===== src/rtl/status_unit.sv =====
`default_nettype none
// ============================================================================
//  Module      : status_unit
//  Description : Architectural NZCV flag register with in-flight tracking of
//                flag-setting instructions between decode issue and execute
//                commit. Provides a combinational bypass of the committing
//                flags to the decode-stage condition checker.
//  Ports       : CLK          - rising-edge clock
//                RST          - asynchronous active-high reset
//                ISSUE_S      - decode issues an S=1 instruction this cycle
//                COMMIT_S     - execute writes flags this cycle
//                COMMIT_FLAGS - {N,Z,C,V} written when COMMIT_S=1
//                FLUSH        - squash all uncommitted flag-setters
//                STATUS       - registered {N,Z,C,V}
//                STATUS_FWD   - COMMIT_S ? COMMIT_FLAGS : STATUS
//                PENDING      - in-flight flag-setter count
//                FLAGS_BUSY   - flags not final even with the bypass
//                FULL         - PENDING == MAX_PENDING
//                ERR          - sticky protocol-error flag
//  Revision    : 1.0 - initial release
// ============================================================================
module status_unit #(
    parameter int MAX_PENDING = 3,
    parameter int W           = $clog2(MAX_PENDING + 1)
) (
    input  logic         CLK,
    input  logic         RST,
    input  logic         ISSUE_S,
    input  logic         COMMIT_S,
    input  logic [3:0]   COMMIT_FLAGS,
    input  logic         FLUSH,
    output logic [3:0]   STATUS,
    output logic [3:0]   STATUS_FWD,
    output logic [W-1:0] PENDING,
    output logic         FLAGS_BUSY,
    output logic         FULL,
    output logic         ERR
);

    localparam logic [W-1:0] c_max_cnt  = W'(MAX_PENDING);
    localparam logic [W-1:0] c_zero_cnt = '0;

    logic [3:0]   status_q,  status_d;
    logic [W-1:0] pending_q, pending_d;
    logic         err_q,     err_d;

    logic         w_full;
    logic         w_empty;
    logic         w_issue_acc;
    logic         w_commit_cnt;
    logic         w_err_set;

    assign w_full  = (pending_q == c_max_cnt);
    assign w_empty = (pending_q == c_zero_cnt);

    // At full occupancy a new issue is only accepted when a commit frees a
    // slot in the same cycle, so the count can never exceed MAX_PENDING.
    assign w_issue_acc  = ISSUE_S & (~w_full | COMMIT_S);
    // A commit with nothing in flight is a protocol error and must not
    // decrement, so the counter never underflows.
    assign w_commit_cnt = COMMIT_S & ~w_empty;

    // Flush squashes the offending instruction, so neither case is an error
    // when it coincides with FLUSH.
    assign w_err_set = ~FLUSH & ((ISSUE_S & w_full & ~COMMIT_S) |
                                 (COMMIT_S & w_empty));

    always_comb begin
        status_d  = status_q;
        pending_d = pending_q;
        err_d     = err_q | w_err_set;

        // The committing instruction is older than any flush, so its flags
        // are always written.
        if (COMMIT_S) begin
            status_d = COMMIT_FLAGS;
        end

        if (FLUSH) begin
            pending_d = c_zero_cnt;
        end else begin
            pending_d = pending_q + W'(w_issue_acc) - W'(w_commit_cnt);
        end
    end

    always_ff @(posedge CLK or posedge RST) begin
        if (RST) begin
            status_q  <= 4'b0000;
            pending_q <= c_zero_cnt;
            err_q     <= 1'b0;
        end else begin
            status_q  <= status_d;
            pending_q <= pending_d;
            err_q     <= err_d;
        end
    end

    assign STATUS     = status_q;
    assign STATUS_FWD = COMMIT_S ? COMMIT_FLAGS : status_q;
    assign PENDING    = pending_q;
    // A commit this cycle finalises exactly one outstanding setter; the
    // flags are only final if that was the last one.
    assign FLAGS_BUSY = (pending_q > W'(COMMIT_S));
    assign FULL       = w_full;
    assign ERR        = err_q;

endmodule
`default_nettype wire


===== config.mk =====
export PLATFORM = sky130hd
export DESIGN_NAME = status_unit
export DESIGN_NICKNAME = d
export VERILOG_FILES = /design/src/rtl/status_unit.sv
export SDC_FILE = /design/constraint.sdc
export NUM_CORES = 1
export LEC_CHECK = 0
export CORE_AREA = 2 2 39 41
export CTS_BUF_LIST = sky130_fd_sc_hd__clkbuf_16
export CTS_CLUSTER_SIZE = 30
export DETAILED_ROUTE_END_ITERATION = 10
export DIE_AREA = 0 0 41 43
export PLACE_DENSITY_LB_ADDON = 0.3
export SLEW_MARGIN = 30
export SYNTH_ARGS = -nofsm -noshare
export SYNTH_HDL_FRONTEND = slang
export SYNTH_SLANG_ARGS = --single-unit

===== constraint.sdc =====
create_clock -name CLK -period 1.4 [get_ports CLK]
set_input_delay 0.14 -clock CLK [delete_from_list [all_inputs] [get_ports CLK]]
set_output_delay 0.14 -clock CLK [all_outputs]
set_load 0.03 [all_outputs]

==> results.yml <==
sta:
  setup_slack_ns: -0.121
  post-route-min-period_ns: 1.52
  slew_headroom_pct: 77.8
  report.final.hold_viol_count: 0
  tightestPinTransition_ns: 0.332
  rsz0062_at_grt: "true"
  fin_crit_sh_pct: 109
  timing.fmax_mhz: 658
  setup_violations: 3
  maxSlewViolCount: 0
  finalClockSkew_ns: 0.000971
  tns_ns: -0.253
power_and_ir_drop:
  vdd_drop_max_uv: 1170
  p_int_w: 0.000918
  switchingPower_w: 0.000408
  p_leak_nw: 0.387
  power.clock.fraction_pct: 35.5
  combPwrFrac_pct: 44.4
  p_per_area_nw_per_um2: 1740
  p_seq_share_pct: 20.1
  sw_frac_of_total_pct: 30.8
synth:
  synth_top_family_by_area: "multiplexers"
  synth_cells: 29
  synth_edf_count: 0
  synth.top_cell.area_share_pct: 47.6
  yosys_warnings: 0
  avgSynthCellArea_um2: 12.7
  seq_area_frac_synth_pct: 47.6
  ys_top_cells_by_count: "7 x dfrtp_1, 4 x inv_1, 4 x mux2_2"
  ys_seq_elements: 7
  yosysTopAreaCell: "dfrtp_1"
  synth_most_common_cell: "dfrtp_1"
  ys_async_sr_fraction_pct: 100
  synthTopCellsByArea: "dfrtp_1 48%, mux2_2 12%, ha_1 10%"
  yosysUniqueCellTypes: 15
  synthSimpleGateAreaFrac_pct: 10.9
  syn-num-nets: 41
  mappedNetlistArea_um2: 368
  synthMuxAreaShare_pct: 12.2
  synth_xor_area_share_pct: 6.12
  synth_fa_ha_area_share_pct: 10.2
  synth_compound_area_share_pct: 6.80
  synth_ff_type: "dfrtp_1"
die:
  die_height_um: 43
  core_area_um2: 1380
  num_rows: 14
  ios: 22
  die_area_um2: 1760
  start_util_pct: 26.6
  die_x_um: 41
setup_path:
  slowest_stage: "dfrtp_2"
  cp_num_buf_inv: 1
  critPathTopFamily: "flip-flops"
  slowest_delay_ns: 0.42
  cp-end-kind: "flip-flop"
  critPathMaxFanout: 4
  crit_path_cell_trace: "and3b_1, nand2b_4, ha_4, inv_2, ha_4, xnor3_1, nor2_1"
  required_ns: 1.51
  crit_type: "flip-flop to flip-flop"
  cpMostUsedCell: "ha_4"
  cp-start-kind: "flip-flop"
  worstPathArrival_ns: 1.63
cells_and_area:
  nets: 74
  antenna_cells: 0
  fin_cells: 77
  stdcell_area_um2: 762
  drive_gt1_share_pct: 41.0
  fin_util_pct: 55.1
  fillers: 123
  syn2layout_area_growth_pct: 107
clock_tree:
  cts_made_buffers: 3
  htreeDepth: 1
  clk_pin_slew_ns: 0.04
  cts.sinks: 7
  cts-root-buf: "clkbuf_16"
  clk_latency_ns: 0.23
  clockBufferDepth: 2
  cts_tree: "built"
global_route:
  grt_usage_pct: 12.7
  grt_pass1_wl_um: 1530
  antenna_found_initial: 0
  grt_pass1_vias: 359
  grt_start_max_net_pins: 8
  grt_overflow: 0
place:
  post-place-ws_ns: -0.601
  port_buffers: 21
  hpwl_um: 632
  dp_cells: 70
  place_area_um2: 632
  gp_congestion: 0.662
route:
  wl_per_cell_um: 10.9
  drc_errors: 0
  drtIter0Drc: 1
  drt_first_pass_iters: 2
  postRouteAntennaNets: 0
  dr_total_vias: 340
  totalWireLength_um: 839
  vias_per_cell: 4.42
min_path:
  holdCritPathClass: "primary input to async pin"
flow_run:
  max_cap_viol_count: 0
run_status:
  outcome: "finished, violations left"
  violations: "negative setup slack"
worst reg2reg max path, stage by stage, from the launching register on:
cell	delay (ns)
dfrtp_2	0.42
and3b_1	0.18
nand2b_4	0.15
ha_4	0.26
inv_2	0.04
ha_4	0.14
xnor3_1	0.18
nor2_1	0.04
power by group through the flow:
| stage | registers, W | clock network, W | logic [W] |
|---|---|---|---|
| 5_1_grt | 0.000270 | 0.000497 | 0.000641 |
| 3_5_place_dp | 0.000274 | 0 | 0.000533 |
| 4_1_cts | 0.000271 | 0.000483 | 0.000580 |
| 2_1_floorplan | 0.000345 | 0 | 0.000225 |
| 6_report | 0.000266 | 0.000471 | 0.000588 |
| 3_3_place_gp | 0.000274 | 0 | 0.000531 |
cell usage in the layout (no fill, tap or decap):
master | synthesis | layout
clkdlybuf4s50_1 | 0 | 8
buf_4 | 1 | 8
dlygate4sd2_1 | 0 | 6
dfrtp_1 | 7 | 5
mux2_2 | 4 | 4
inv_1 | 4 | 4
dlymetal6s2s_1 | 0 | 4
clkbuf_16 | 0 | 3
dfrtp_2 | 0 | 2
ha_4 | 0 | 2
and3b_1 | 1 | 1
nand2b_4 | 0 | 1
o21a_1 | 1 | 1
nor2b_1 | 1 | 1
and2_1 | 1 | 1
nor4b_1 | 1 | 1
a311o_1 | 1 | 1
o21bai_2 | 0 | 1
inv_2 | 0 | 1
xnor3_1 | 1 | 1
nor2_1 | 1 | 1
ha_1 | 3 | 1
clkbuf_2 | 0 | 1
buf_2 | 0 | 1
buf_6 | 0 | 1
metal layers:
metal / global-route usage, % / vias to the layer above / share of wire [%]
met1: 15.3 / 155 / 36
met2: 20.0 / 20 / 51
li1: - / 163 / -
met4: 6.00 / 0 / 2.1
met3: 3.14 / 2 / 11
met5: 0 / - / 0
cell families after synthesis:
| kind of cell | after synthesis |
|---|---|
| buffers and inverters | 5 |
| multiplexers | 4 |
| XOR/XNOR | 1 |
| AND/OR/NAND/NOR | 6 |
| flip-flops | 7 |
| AO/OA/AOI/OAI | 3 |
| adder cells (fa/ha/maj) | 3 |
worst paths after layout:
kind,endpoint,cells after the start,slack (ns),startpoint
max in group asynchronous,PENDING[1],2,1.04,RST
worst max-delay path,PENDING[1],7,-0.12,PENDING[0]
min in group CLK,STATUS[3],2,0.32,COMMIT_S
worst min-delay path,STATUS[2],2,0.14,RST
worst max register to register,PENDING[1],7,-0.12,PENDING[0]
worst min register to register,ERR,1,0.47,ERR
area by class of cell:
class	count	area [µm²]	share of cell area (%)
Clock buffer	3	75.1	9.85
Clock inverter	1	3.75	0.493
Inverter	4	15.0	1.97
Multi-Input combinational cell	17	206	27.1
Sequential cell	7	178	23.3
Tap cell	16	20.0	2.63
Timing Repair Buffer	29	264	34.6
sequential cells by signal (all words and copies together) (netlist names):
register  flops
STATUS        4
ERR           1
PENDING       2
metrics by stage:
stage	power [W]	hold slack (ns)
2_1_floorplan	0.000570	-0.0567
3_3_place_gp	0.000805	0.387
3_5_place_dp	0.000806	0.386
4_1_cts	0.00133	0.145
5_1_grt	0.00141	0.190
6_report	0.00133	0.136
timing repair:
action | 4_1_cts | 5_1_grt
hold endpoints to repair | 0 | 0
resized for setup | 19 | 5
hold buffers | 0 | 0
endpoints found under the setup margin | 10 | 11
setup buffers | 2 | 1
pin swaps | 2 | 2
(Power assumes the default switching activity.)
